## src/rtl/sisa_mem_arb_pkg.sv

```systemverilog
// Shared types and constants for the memory port arbiter.
// Both the top and the timeout counter import these.
package sisa_mem_arb_pkg;

  typedef enum logic [1:0] {IDLE, BUSY, RESP} arb_state_t;
  typedef enum logic {OWN_IF, OWN_D} owner_t;

  localparam int DEFAULT_TIMEOUT = 255;
  localparam int STARVE_W        = 3;

endpackage

```

## src/rtl/arb_timeout_counter.sv

```systemverilog
// Clearable, enabled up-counter for the BUSY-phase timeout.
// tc_o marks the TIMEOUT-th enabled cycle since the last clear.
module arb_timeout_counter
  import sisa_mem_arb_pkg::*;
#(
  parameter int TIMEOUT = DEFAULT_TIMEOUT
) (
  input  logic clk,
  input  logic reset,
  input  logic clr,
  input  logic en,
  output logic tc_o
);

  localparam int CNT_W = $clog2(TIMEOUT + 1);

  logic [CNT_W-1:0] cnt_q, cnt_d;

  // Saturates at TIMEOUT so a stray enable can never wrap back to terminal count.
  always_comb begin
    cnt_d = cnt_q;
    if (clr)
      cnt_d = '0;
    else if (en && (cnt_q != CNT_W'(TIMEOUT)))
      cnt_d = cnt_q + 1'b1;
  end

  always_ff @(posedge clk or posedge reset) begin
    if (reset) cnt_q <= '0;
    else       cnt_q <= cnt_d;
  end

  assign tc_o = (cnt_q == CNT_W'(TIMEOUT - 1));

endmodule

```

## src/rtl/mem_port_arbiter.sv

```systemverilog
// Arbitrates the single memory slave port between instruction fetch and load/store,
// with D-over-IF priority, a starvation guard and a per-transaction timeout.
module mem_port_arbiter
  import sisa_mem_arb_pkg::*;
#(
  parameter int ADDR_W     = 32,
  parameter int DATA_W     = 32,
  parameter int MAX_STARVE = 4,
  parameter int TIMEOUT    = DEFAULT_TIMEOUT
) (
  input  logic                  clk,
  input  logic                  reset,
  input  logic                  if_req,
  input  logic [ADDR_W-1:0]     if_addr,
  output logic                  if_ack,
  output logic                  if_err,
  output logic [DATA_W-1:0]     if_rdata,
  input  logic                  d_req,
  input  logic                  d_we,
  input  logic [ADDR_W-1:0]     d_addr,
  input  logic [DATA_W-1:0]     d_wdata,
  input  logic [DATA_W/8-1:0]   d_be,
  output logic                  d_ack,
  output logic                  d_err,
  output logic [DATA_W-1:0]     d_rdata,
  output logic                  m_valid,
  output logic                  m_we,
  output logic [ADDR_W-1:0]     m_addr,
  output logic [DATA_W-1:0]     m_wdata,
  output logic [DATA_W/8-1:0]   m_be,
  input  logic                  m_ack,
  input  logic [DATA_W-1:0]     m_rdata,
  output logic [STARVE_W-1:0]   starve_cnt_o
);

  localparam int BE_W = DATA_W / 8;

  arb_state_t          state_q, state_d;
  owner_t              owner_q, owner_d;
  logic [STARVE_W-1:0] starve_q, starve_d;
  logic                if_ack_q, if_ack_d, if_err_q, if_err_d;
  logic                d_ack_q, d_ack_d, d_err_q, d_err_d;
  logic [DATA_W-1:0]   if_rdata_q, if_rdata_d, d_rdata_q, d_rdata_d;
  logic                m_valid_q, m_valid_d, m_we_q, m_we_d;
  logic [ADDR_W-1:0]   m_addr_q, m_addr_d;
  logic [DATA_W-1:0]   m_wdata_q, m_wdata_d;
  logic [BE_W-1:0]     m_be_q, m_be_d;
  logic                grant_d, tmo_clr, tmo_tc;

  // IF is forced only when it is actually waiting and D has used up its allowance.
  assign grant_d = d_req && !(if_req && (starve_q == STARVE_W'(MAX_STARVE)));

  always_comb begin
    state_d    = state_q;
    owner_d    = owner_q;
    starve_d   = starve_q;
    if_ack_d   = 1'b0;
    if_err_d   = 1'b0;
    d_ack_d    = 1'b0;
    d_err_d    = 1'b0;
    if_rdata_d = if_rdata_q;
    d_rdata_d  = d_rdata_q;
    m_valid_d  = m_valid_q;
    m_we_d     = m_we_q;
    m_addr_d   = m_addr_q;
    m_wdata_d  = m_wdata_q;
    m_be_d     = m_be_q;
    tmo_clr    = 1'b0;
    case (state_q)
      IDLE: begin
        if (!if_req) starve_d = '0;
        if (grant_d) begin
          owner_d   = OWN_D;
          m_we_d    = d_we;
          m_addr_d  = d_addr;
          m_wdata_d = d_wdata;
          m_be_d    = d_be;
          if (if_req && (starve_q != STARVE_W'(MAX_STARVE)))
            starve_d = starve_q + 1'b1;
        end else if (if_req) begin
          owner_d   = OWN_IF;
          m_we_d    = 1'b0;
          m_addr_d  = if_addr;
          m_wdata_d = '0;
          m_be_d    = '1;
          starve_d  = '0;
        end
        if (grant_d || if_req) begin
          m_valid_d = 1'b1;
          tmo_clr   = 1'b1;
          state_d   = BUSY;
        end
      end
      BUSY: begin
        // A completing ack beats a timeout reached in the same cycle.
        if (m_ack || tmo_tc) begin
          m_valid_d = 1'b0;
          state_d   = RESP;
          if (owner_q == OWN_D) begin
            d_ack_d   = 1'b1;
            d_err_d   = !m_ack;
            d_rdata_d = (m_ack && !m_we_q) ? m_rdata : '0;
          end else begin
            if_ack_d   = 1'b1;
            if_err_d   = !m_ack;
            if_rdata_d = m_ack ? m_rdata : '0;
          end
        end
      end
      default: state_d = IDLE;
    endcase
  end

  always_ff @(posedge clk or posedge reset) begin
    if (reset) begin
      state_q    <= IDLE;
      owner_q    <= OWN_IF;
      starve_q   <= '0;
      if_ack_q   <= 1'b0;
      if_err_q   <= 1'b0;
      d_ack_q    <= 1'b0;
      d_err_q    <= 1'b0;
      if_rdata_q <= '0;
      d_rdata_q  <= '0;
      m_valid_q  <= 1'b0;
      m_we_q     <= 1'b0;
      m_addr_q   <= '0;
      m_wdata_q  <= '0;
      m_be_q     <= '0;
    end else begin
      state_q    <= state_d;
      owner_q    <= owner_d;
      starve_q   <= starve_d;
      if_ack_q   <= if_ack_d;
      if_err_q   <= if_err_d;
      d_ack_q    <= d_ack_d;
      d_err_q    <= d_err_d;
      if_rdata_q <= if_rdata_d;
      d_rdata_q  <= d_rdata_d;
      m_valid_q  <= m_valid_d;
      m_we_q     <= m_we_d;
      m_addr_q   <= m_addr_d;
      m_wdata_q  <= m_wdata_d;
      m_be_q     <= m_be_d;
    end
  end

  arb_timeout_counter #(.TIMEOUT(TIMEOUT)) u_tmo (
    .clk   (clk),
    .reset (reset),
    .clr   (tmo_clr),
    .en    (state_q == BUSY),
    .tc_o  (tmo_tc)
  );

  assign if_ack       = if_ack_q;
  assign if_err       = if_err_q;
  assign if_rdata     = if_rdata_q;
  assign d_ack        = d_ack_q;
  assign d_err        = d_err_q;
  assign d_rdata      = d_rdata_q;
  assign m_valid      = m_valid_q;
  assign m_we         = m_we_q;
  assign m_addr       = m_addr_q;
  assign m_wdata      = m_wdata_q;
  assign m_be         = m_be_q;
  assign starve_cnt_o = starve_q;

endmodule

```

## config.mk

```make
export PLATFORM = sky130hd
export DESIGN_NAME = mem_port_arbiter
export DESIGN_NICKNAME = d
export VERILOG_FILES = /design/src/rtl/sisa_mem_arb_pkg.sv /design/src/rtl/arb_timeout_counter.sv /design/src/rtl/mem_port_arbiter.sv
export SDC_FILE = /design/constraint.sdc
export NUM_CORES = 1
export LEC_CHECK = 0
export ABC_AREA = 1
export ABC_CLOCK_PERIOD_IN_PS = 4000
export BUFFER_PORTS_ARGS = -buffer_cell sky130_fd_sc_hd__buf_4
export CAP_MARGIN = 20
export CORE_ASPECT_RATIO = 1.2
export CORE_UTILIZATION = 45
export CTS_BUF_LIST = sky130_fd_sc_hd__clkbuf_2
export DETAILED_ROUTE_END_ITERATION = 16
export GPL_TIMING_DRIVEN = 0
export PLACE_DENSITY = 0.79
export SLEW_MARGIN = 20
export SYNTH_ARGS = -nofsm -noshare
export SYNTH_HDL_FRONTEND = slang
export SYNTH_SLANG_ARGS = --single-unit
```

## constraint.sdc

```tcl
create_clock -name clk -period 4 [get_ports clk]
set_input_delay 0 -clock clk [delete_from_list [all_inputs] [get_ports clk]]
set_output_delay 0 -clock clk [all_outputs]
set_load 0.005 [all_outputs]
```

==> impl_metrics.py, run 1 <==
metrics = {
    "power_and_ir_drop": {
        "cellLeakagePower_nw": 5.90,
        "ir_drop_mv": 0.393,
        "power_density_mw_per_mm2": 613,
    },
    "routing": {
        "vias": 7842,
        "drt-pass1-iter-count": 5,
        "routed_wirelength_mm": 27.1,
        "drc": 0,
        "drt-initial-drc-count": 582,
        "routedWlPerCell_microns": 18.6,
        "vias_per_cell": 5.39,
        "drtAntennaViolNets": 0,
    },
    "logic_synthesis": {
        "yosysUniqueCellTypes": 28,
        "yosys_warnings": 0,
        "ys_ff_latch": 152,
        "synth_area_leader_cell": "dfrtp_1",
        "synthCells": 734,
        "synthArstFlopShare_pct": 100,
        "ys_seq_area_share_pct": 57.1,
        "synth_top_area_share_pct": 57.1,
        "synth.net_count": 876,
        "synth_area_leaders": "dfrtp_1, nand2_1, nand4_1, a21oi_1, a22o_1",
        "synth_area_sq_mm": 0.00666,
        "synthTopCellsByCount": "nand2_1, dfrtp_1, nor2_1, nand4_1, a21oi_1",
        "avgSynthCellArea_sq_um": 9.08,
        "ys.flop_type": "dfrtp_1",
        "synth-edff-count": 0,
        "yosysMostFrequentCell": "nand2_1",
    },
    "sta": {
        "fin_crit_sh_pct": 66.4,
        "fin_skew_ps": 35.6,
        "fin_crit_ps": 2650,
        "setup_viol": 0,
        "rsz0062_at_grt": "no",
        "slew_headroom_pct": 61.1,
        "report.final.hold_viol_count": 0,
        "worstMarginPinSlew_ps": 584,
        "setup_tns_ps": 0,
        "drv_slew": 0,
        "fmax_mhz": 377,
    },
    "finish": {
        "drive_gt1_share_pct": 27.9,
        "final_core_util_pct": 80.5,
        "fin_nets": 1407,
        "synthToLayoutAreaGrowth_pct": 74.2,
        "final_area_sq_mm": 0.0116,
    },
    "global_route": {
        "grt_pass1_wl_mm": 42.3,
        "grt_max_degree": 34,
        "grt.total_usage_pct": 36.3,
        "gr-total-overflow": 0,
        "grt_pass1_vias": 8231,
        "antenna_found_initial": 0,
    },
    "cts": {
        "cts.sinks": 152,
        "clock_latency_ps": 760,
        "clk_pin_slew_ps": 240,
        "cts_max_path_buffers": 2,
        "root_buffer": "clkbuf_2",
        "cts_buffers": 17,
        "cts_setup_buffers": 0,
        "cts_tree": "yes",
        "cts-htree-levels": 4,
    },
    "die": {
        "die-area_sq_mm": 0.0153,
        "rows": 48,
        "core-area_sq_mm": 0.0144,
        "dieHeight_microns": 135,
        "io_pins": 279,
        "die_x_microns": 113,
        "start_util_pct": 46.2,
    },
    "placement": {
        "placed_area_sq_mm": 0.00908,
        "io_buffers": 277,
        "dp_hpwl_mm": 15.5,
        "gp_congestion": 0.818,
    },
    "setup_path": {
        "worst_r2r_path_depth": 9,
        "cp_max_fo": 7,
        "path_class": "register to register",
        "r2r-start": "starve_cnt_o[0]",
        "worstSetupEndpoint": "m_addr[30]",
        "critPathArrivalTime_ps": 3360,
        "r2r-end": "m_addr[30]",
        "worstSetupStartpointType": "register",
        "crit_path_end_kind": "register",
        "crit_start": "starve_cnt_o[0]",
        "r2r_slack_ps": 1350,
        "critical_path_required_ps": 4710,
    },
    "job": {
        "maxCapViolCount": 0,
    },
    "outcome": {
        "outcome": "finished, final reports clean",
    },
    "hold_path": {
        "worstHoldPathType": "primary input to register",
        "hold_depth": 4,
    },
}
[routing by layer]
layer / track usage, % / part of all wire, %
met5: 0 / 0
met1: 40.8 / 38
met3: 7.79 / 7.3
met4: 20.5 / 4.8
met2: 63.9 / 50
[stage by stage]
step	hold slack [ps]	power [mW]	cells	worst slack [ps]
5_1_grt	30.2	7.49	1453	1210
6_report	54.5	7.11	1454	1350
3_5_place_dp	74.8	5.41	1191	2300
4_1_cts	0.234	6.82	1453	1500
3_3_place_gp	217	5.32	1186	1120
2_1_floorplan	127	3.87	734	2080
[flip-flops by register name, indices dropped and copies added (netlist names)]
signal / count
d_ack: 1
starve_cnt_o: 3
m_wdata: 32
u_tmo.cnt_q: 8
state_q: 2
m_we: 1
if_rdata: 32
d_err: 1
owner_q: 1
if_ack: 1
if_err: 1
d_rdata: 32
m_valid: 1
m_addr: 32
m_be: 4
[kinds of logic after synthesis]
logic type / share of synthesized area [%]
AO/OA/AOI/OAI: 10.8
AND/OR/NAND/NOR: 23.5
flip-flops: 57.1
XOR/XNOR: 0.395
buffers and inverters: 7.44
adder cells (fa/ha/maj): 0.751
[critical path, cell delays in order (launching register included)]
cell and delay, ps:
dfrtp_1 420, inv_1 80, ha_1 210, nand3_1 110, nand2_2 190, inv_2 210
nand2_1 120, dlygate4sd3_1 580, a21oi_1 140, dlygate4sd3_1 560
[power breakdown]
group          leakage (nW)  switching (mW)  internal, mW
Clock                 0.128           0.574         0.279
Combinational          3.87            1.74          1.89
Sequential             1.90           0.467          2.16
[cells in the final DEF, fill, tap and decap left out, drive strengths merged, types with 2 or more instances in the layout]
cell type    count
a21oi           66
clkinv           9
nand4           68
xor2             3
bufinv           2
clkinvlp         5
nand2          199
buf            316
clkbuf          34
o21ai           11
dlygate4sd3    230
a22o            32
nor2            80
o22a             4
nand3            6
inv             55
dfrtp          152
ha               4
[repair_timing]
item	4_1_cts	5_1_grt
resized for setup	0	0
hold buffers	230	0
endpoints found under the hold margin	273	0
[final cells by class]
| cell class | instances | area [sq um] |
|---|---|---|
| Timing Repair Buffer | 512 | 4500 |
| Sequential cell | 152 | 3800 |
| Fill cell | 844 | 2810 |
| Multi-Input combinational cell | 475 | 2360 |
| Buffer | 50 | 282 |
| Tap cell | 175 | 219 |
| Inverter | 57 | 218 |
| Clock inverter | 14 | 134 |
| Clock buffer | 18 | 90.1 |
| Antenna cell | 1 | 2.50 |
[worst min path at each step]
stage,startpoint,end,slack (ps)
5_1_grt,d_wdata[15],m_wdata[15],30
3_3_place_gp,d_wdata[11],m_wdata[11],220
2_1_floorplan,d_we,m_we,130
3_5_place_dp,reset,m_wdata[26],70
4_1_cts,d_wdata[15],m_wdata[15],0.2
6_report,if_addr[31],m_addr[31],50
Power figures use the tool's default switching activity.
==> run 2: changes to the inputs <==
ABC_AREA = 0   (was 1)
ABC_CLOCK_PERIOD_IN_PS = 2340   (was 4000)
PLACE_DENSITY = 0.78   (was 0.79)
clock period = 2.34 ns   (was 4 ns; I/O delays follow)
==> run 2 against run 1 <==
  * Critical path depth fell by 2
  * Hold slack improved by 16 ps
  * Via count increased by 0.87%
  * Largest power group unchanged
  * Critical endpoint is now m_addr[28]
  * Sequential share of layout area decreased by 1.1 points
==> impl_metrics.py, run 2 <==
metrics = {
    "logic_synthesis": {
        "avgSynthCellArea_sq_um": 10.9,
        "yosysMostFrequentCell": "dfrtp_1",
        "synth.net_count": 797,
        "ys_seq_area_share_pct": 53.4,
        "ys.flop_type": "dfrtp_1",
        "synth-edff-count": 0,
        "synth_top_area_share_pct": 53.4,
        "ys_ff_latch": 152,
        "synthCells": 655,
        "synthTopCellsByCount": "dfrtp_1, inv_1, o21ai_0, nand3_1, o211ai_1",
        "synth_area_leader_cell": "dfrtp_1",
        "synthArstFlopShare_pct": 100,
        "synth_area_sq_mm": 0.00713,
        "yosys_warnings": 0,
        "yosysUniqueCellTypes": 53,
        "synth_area_leaders": "dfrtp_1, and4b_1, a22o_1, o211ai_1, a211o_1",
    },
    "sta": {
        "fmax_mhz": 442,
        "slew_headroom_pct": 51.1,
        "drv_slew": 0,
        "setup_slack_ps": 79.7,
        "worstMarginPinSlew_ps": 731,
        "fin_crit_sh_pct": 96.6,
        "setup_viol": 0,
        "worst_hold_slack_ps": 70.6,
        "report.final.hold_viol_count": 0,
        "fin_skew_ps": 42.5,
        "rsz0062_at_grt": "no",
        "fin_crit_ps": 2260,
    },
    "routing": {
        "drtAntennaViolNets": 0,
        "vias_per_cell": 5.67,
        "drt-pass1-iter-count": 5,
        "drc": 0,
        "vias": 7910,
        "drt-initial-drc-count": 667,
        "routed_wirelength_mm": 26.6,
        "routedWlPerCell_microns": 19.1,
    },
    "finish": {
        "nFillCells": 988,
        "drive_gt1_share_pct": 30.9,
        "synthToLayoutAreaGrowth_pct": 68.4,
        "final_common_cell": "buf_4",
        "final_cell_mix": "buf_4, dlygate4sd3_1, dfrtp_1",
        "fin_nets": 1314,
        "finalNonFillerCells": 1394,
        "regArea_sq_mm": 0.00380,
        "multi_input_area_sq_mm": 0.00284,
    },
    "hold_path": {
        "worstHoldPathType": "primary input to register",
        "hold_depth": 4,
        "hold-path-endpoint": "m_addr[13]",
        "hp-start": "if_addr[13]",
    },
    "setup_path": {
        "critPathArrivalTime_ps": 2950,
        "crit_path_end_kind": "register",
        "worst_r2r_path_depth": 7,
        "r2r-end": "m_addr[28]",
        "slowest_stage": "dlygate4sd3_1",
        "r2r-start": "starve_cnt_o[0]",
        "slowest_delay_ps": 580,
        "cp_max_fo": 10,
        "r2r_slack_ps": 80,
        "worstSetupStartpointType": "register",
        "critical_path_required_ps": 3030,
        "path_class": "register to register",
        "path_cells": "inv_1 -> ha_1 -> nand3_2 -> clkbuf_1 -> nand4_1 -> o211ai_1 -> dlygate4sd3_1",
    },
    "global_route": {
        "grt_max_degree": 34,
        "grt_pass1_vias": 8259,
        "gr-total-overflow": 0,
        "antenna_found_initial": 1,
        "grt.total_usage_pct": 33.3,
        "grt_pass1_wl_mm": 41.9,
    },
    "die": {
        "die-area_sq_mm": 0.0163,
        "dieHeight_microns": 140,
        "io_pins": 279,
        "start_util_pct": 45.9,
        "rows": 50,
        "core-area_sq_mm": 0.0155,
        "die_x_microns": 117,
    },
    "placement": {
        "io_buffers": 278,
        "dpl.cell_count": 1145,
        "dp_hpwl_mm": 15.3,
        "dp_slack_ps": 362,
        "gp_congestion": 0.804,
    },
    "cts": {
        "cts-htree-levels": 4,
        "clk_pin_slew_ps": 220,
        "clock_latency_ps": 740,
        "cts.sinks": 152,
        "cts_buffers": 17,
        "cts_max_path_buffers": 2,
        "root_buffer": "clkbuf_2",
        "cts_tree": "yes",
    },
    "power_and_ir_drop": {
        "power_density_mw_per_mm2": 1020,
        "cellLeakagePower_nw": 5.64,
        "ir_drop_mv": 0.618,
    },
    "outcome": {
        "outcome": "finished, final reports clean",
    },
    "job": {
        "maxCapViolCount": 0,
    },
}
-- run 2: stage by stage --
step / cell area (sq um) / setup TNS (ps) / utilization, % / power (mW)
after floorplan: 7130 / 0 / - / 7.19
after global placement: 9480 / -88610 / 61.1 / 9.65
after detailed placement: 9560 / 0 / 61.6 / 9.83
after CTS: 12000 / 0 / 77.2 / 12.0
after global routing: 12000 / 0 / 77.4 / 13.1
final: 12000 / 0 / 77.4 / 12.3
-- run 2: cell type report --
class / count / share of cell area (%)
Timing Repair Buffer: 499 / 36.1
Antenna cell: 1 / 0.0208
Multi-Input combinational cell: 398 / 23.6
Tap cell: 208 / 2.17
Sequential cell: 152 / 31.7
Clock inverter: 13 / 1.29
Inverter: 39 / 1.25
Buffer: 65 / 3.02
Clock buffer: 19 / 0.792
-- run 2: what timing repair did --
item                       4_1_cts  5_1_grt
setup endpoints to repair        0       15
buffers inserted                 0        1
resized for setup                0        9
hold endpoints to repair       268        0
hold buffers                   216        0
-- run 2: worst max path at each step --
stage,start,endpoint,slack [ps],cells past startpoint
2_1_floorplan,reset,d_ack,420,1
3_3_place_gp,reset,m_wdata[2],-590,2
3_5_place_dp,starve_cnt_o[0],m_addr[6],360,7
4_1_cts,starve_cnt_o[0],m_addr[22],10,8
5_1_grt,u_tmo.cnt_q[0],if_rdata[28],20,7
6_report,starve_cnt_o[0],m_addr[28],80,7
-- run 2: power breakdown --
group	internal, mW	total (mW)	switching (mW)
clock network	0.597	1.56	0.965
registers	3.69	4.51	0.821
logic	3.39	6.22	2.83
total	7.68	12.3	4.61
-- run 2: critical path: cells and delay by family (launching register included) --
family / cells / cell delay [ps]
AND/OR/NAND/NOR: 2 / 340
adder cells (fa/ha/maj): 1 / 230
AO/OA/AOI/OAI: 1 / 150
flip-flops: 1 / 450
buffers and inverters: 3 / 1080
-- run 2: logic make-up (layout without fill, tap and decap cells) --
group | Yosys count | after routing | share of synthesized area [%]
compound gates | 220 | 220 | 22.0
fa+ha+maj | 4 | 4 | 0.702
buf+inv | 105 | 635 | 7.06
flops | 152 | 152 | 53.4
mux | 3 | 3 | 0.421
other cells | 0 | 1 | 0
simple gates | 171 | 171 | 16.5
-- run 2: metal layers --
layer / track usage [%] / part of all wire, % / up-vias
met5: 0 / 0 / -
met3: 8.84 / 8.1 / 114
met1: 37.3 / 37 / 3809
met2: 57.0 / 50 / 479
li1: - / - / 3508
met4: 17.5 / 4.5 / 0
==> run 3: changes to the inputs <==
==> constraint.sdc (replaced) <==
create_clock -name clk -period 2.34 [get_ports clk]
set_input_delay 0.234 -clock clk [delete_from_list [all_inputs] [get_ports clk]]
set_output_delay 0.234 -clock clk [all_outputs]
set_load 0.005 [all_outputs]
==> run 3 against run 2 <==
  * Total power decreased by 2.9%
  * Global-route usage decreased by 2.5 points
  * First-iteration DRC count increased by 0.30%
  * Worst setup slack improved by 4.9 ps
  * Hold slack improved by 76 ps
  * Final cell count decreased by 5.4%
  * Sequential power about the same
  * Highest routed layer unchanged
  * Via count decreased by 4.7%
  * Register-to-register slack about the same
  * Critical path type unchanged
  * Flip-flop and latch count unchanged
  * Clock-buffer cell count unchanged
==> impl_metrics.py, run 3 (same netlist as run 2, synthesis figures left out) <==
metrics = {
    "setup_path": {
        "slowest_stage": "dlygate4sd3_1",
        "critical_path_required_ps": 3010,
        "slowest_delay_ps": 580,
        "path_class": "register to register",
        "crit_path_end_kind": "register",
        "critPathArrivalTime_ps": 2930,
        "cp_max_fo": 10,
        "worstSetupStartpointType": "register",
        "crit_start": "starve_cnt_o[0]",
        "worst_r2r_path_depth": 7,
        "r2r-start": "starve_cnt_o[0]",
        "path_cells": "inv_1 -> ha_1 -> nand3_2 -> clkbuf_1 -> nand4_1 -> o211ai_1 -> dlygate4sd3_1",
    },
    "placement": {
        "io_buffers": 278,
        "dp_hpwl_mm": 15.3,
        "dpl.cell_count": 1145,
        "placed_area_sq_mm": 0.00956,
        "gp_congestion": 0.804,
    },
    "finish": {
        "fin_nets": 1239,
        "final_cell_mix": "buf_4, dfrtp_1, dlygate4sd3_1",
        "final_common_cell": "buf_4",
        "finalNonFillerCells": 1319,
        "drive_gt1_share_pct": 32.9,
        "final_area_sq_mm": 0.0112,
        "synthToLayoutAreaGrowth_pct": 57.8,
    },
    "hold_path": {
        "worstHoldPathType": "primary input to async pin",
    },
    "cts": {
        "cts_buffers": 17,
        "clk_pin_slew_ps": 250,
        "cts_tree": "yes",
        "cts.sinks": 152,
        "cts-htree-levels": 4,
        "cts_max_path_buffers": 2,
        "root_buffer": "clkbuf_2",
        "clock_latency_ps": 730,
    },
    "power_and_ir_drop": {
        "switching_share_pct": 37.4,
        "combinationalPowerShare_pct": 49.3,
        "netSwitchingPower_mw": 4.46,
        "finalPower_mw": 11.9,
        "clockPowerShare_pct": 13.1,
        "p_int_mw": 7.48,
        "cellLeakagePower_nw": 5.33,
        "power_density_mw_per_mm2": 1060,
        "power_frac_seq_pct": 37.7,
        "ir_drop_mv": 0.704,
    },
    "die": {
        "dieHeight_microns": 140,
        "die-area_sq_mm": 0.0163,
        "start_util_pct": 45.9,
        "die_x_microns": 117,
        "core-area_sq_mm": 0.0155,
        "io_pins": 279,
        "rows": 50,
    },
    "sta": {
        "setup_viol": 0,
        "report.final.hold_viol_count": 0,
        "fin_crit_sh_pct": 96.4,
        "fin_skew_ps": 52.9,
        "worst_hold_slack_ps": 146,
        "drv_slew": 0,
        "fmax_mhz": 443,
        "fin_crit_ps": 2260,
        "rsz0062_at_grt": "no",
        "slew_headroom_pct": 51.5,
        "worstMarginPinSlew_ps": 727,
    },
    "routing": {
        "drt-pass1-iter-count": 5,
        "vias": 7535,
        "routedWlPerCell_microns": 18.8,
        "drt-initial-drc-count": 669,
        "routed_wirelength_mm": 24.8,
        "drtAntennaViolNets": 0,
        "drc": 0,
        "vias_per_cell": 5.71,
    },
    "global_route": {
        "grt_pass1_wl_mm": 38.8,
        "grt.total_usage_pct": 30.8,
        "gr-total-overflow": 0,
        "grt_max_degree": 34,
        "antenna_found_initial": 1,
        "grt_pass1_vias": 7697,
    },
    "outcome": {
        "outcome": "finished, final reports clean",
    },
    "job": {
        "maxCapViolCount": 0,
    },
}
[run 3: cell types whose count changed in the layout (fill, tap and decap cells not counted)]
cell,previous run,this run
o21ai_2,0,1
clkbuf_1,29,30
dlygate4sd3_1,216,141
clkbuf_2,22,21
o21ai_4,1,0
[run 3: final timing paths]
check                                  to  slack (ps)
max                            m_addr[28]          80
min reg2reg                   m_wdata[27]         540
min                           d_rdata[25]         150
min in group clk              m_wdata[18]         270
max in group asynchronous  u_tmo.cnt_q[3]        1290
max reg2reg                    m_addr[28]          80
[run 3: critical path: cells and delay by family (launching register included)]
family,cells,cell delay [ps]
AND/OR/NAND/NOR,2,340
buffers and inverters,3,1070
flip-flops,1,450
adder cells (fa/ha/maj),1,230
AO/OA/AOI/OAI,1,150
[run 3: per-layer routing]
layer  GRT usage (%)  share of wire (%)  vias up
met5               0                  0        -
met4            15.9                4.1        0
met3            8.23                8.3       93
met2            52.9                 51      455
met1            34.5                 37     3636
li1                -                  -     3351
[run 3: timing repair]
item | CTS | global route
buffers inserted | 0 | 1
endpoints found under the hold margin | 242 | 0
gates resized for setup | 0 | 7
setup endpoints to repair | 0 | 6
hold buffers | 141 | 0
[run 3: power groups by stage]
stage	Combinational (mW)	Sequential (mW)	Clock (mW)
global route	6.41	4.62	1.70
floorplan	2.74	4.45	0
detailed placement	5.35	4.48	0
finish	5.88	4.50	1.56
global placement	5.20	4.45	0
CTS	5.70	4.43	1.60
[run 3: layout make-up]
type / count / area [sq um]
Timing Repair Buffer: 424 / 3590
Fill cell: 1088 / 4270
Clock buffer: 19 / 95.1
Tap cell: 208 / 260
Antenna cell: 1 / 2.50
Sequential cell: 152 / 3800
Inverter: 39 / 150
Multi-Input combinational cell: 398 / 2830
Clock inverter: 13 / 155
Buffer: 65 / 362
[run 3: through the flow]
step | utilization, % | TNS, ps | setup WS (ps)
after floorplan | - | 0 | 189
after global placement | 61.1 | -124170 | -828
after detailed placement | 61.6 | 0 | 362
after CTS | 72.3 | 0 | 14.1
after global routing | 72.5 | 0 | 6.16
final | 72.5 | 0 | 84.6
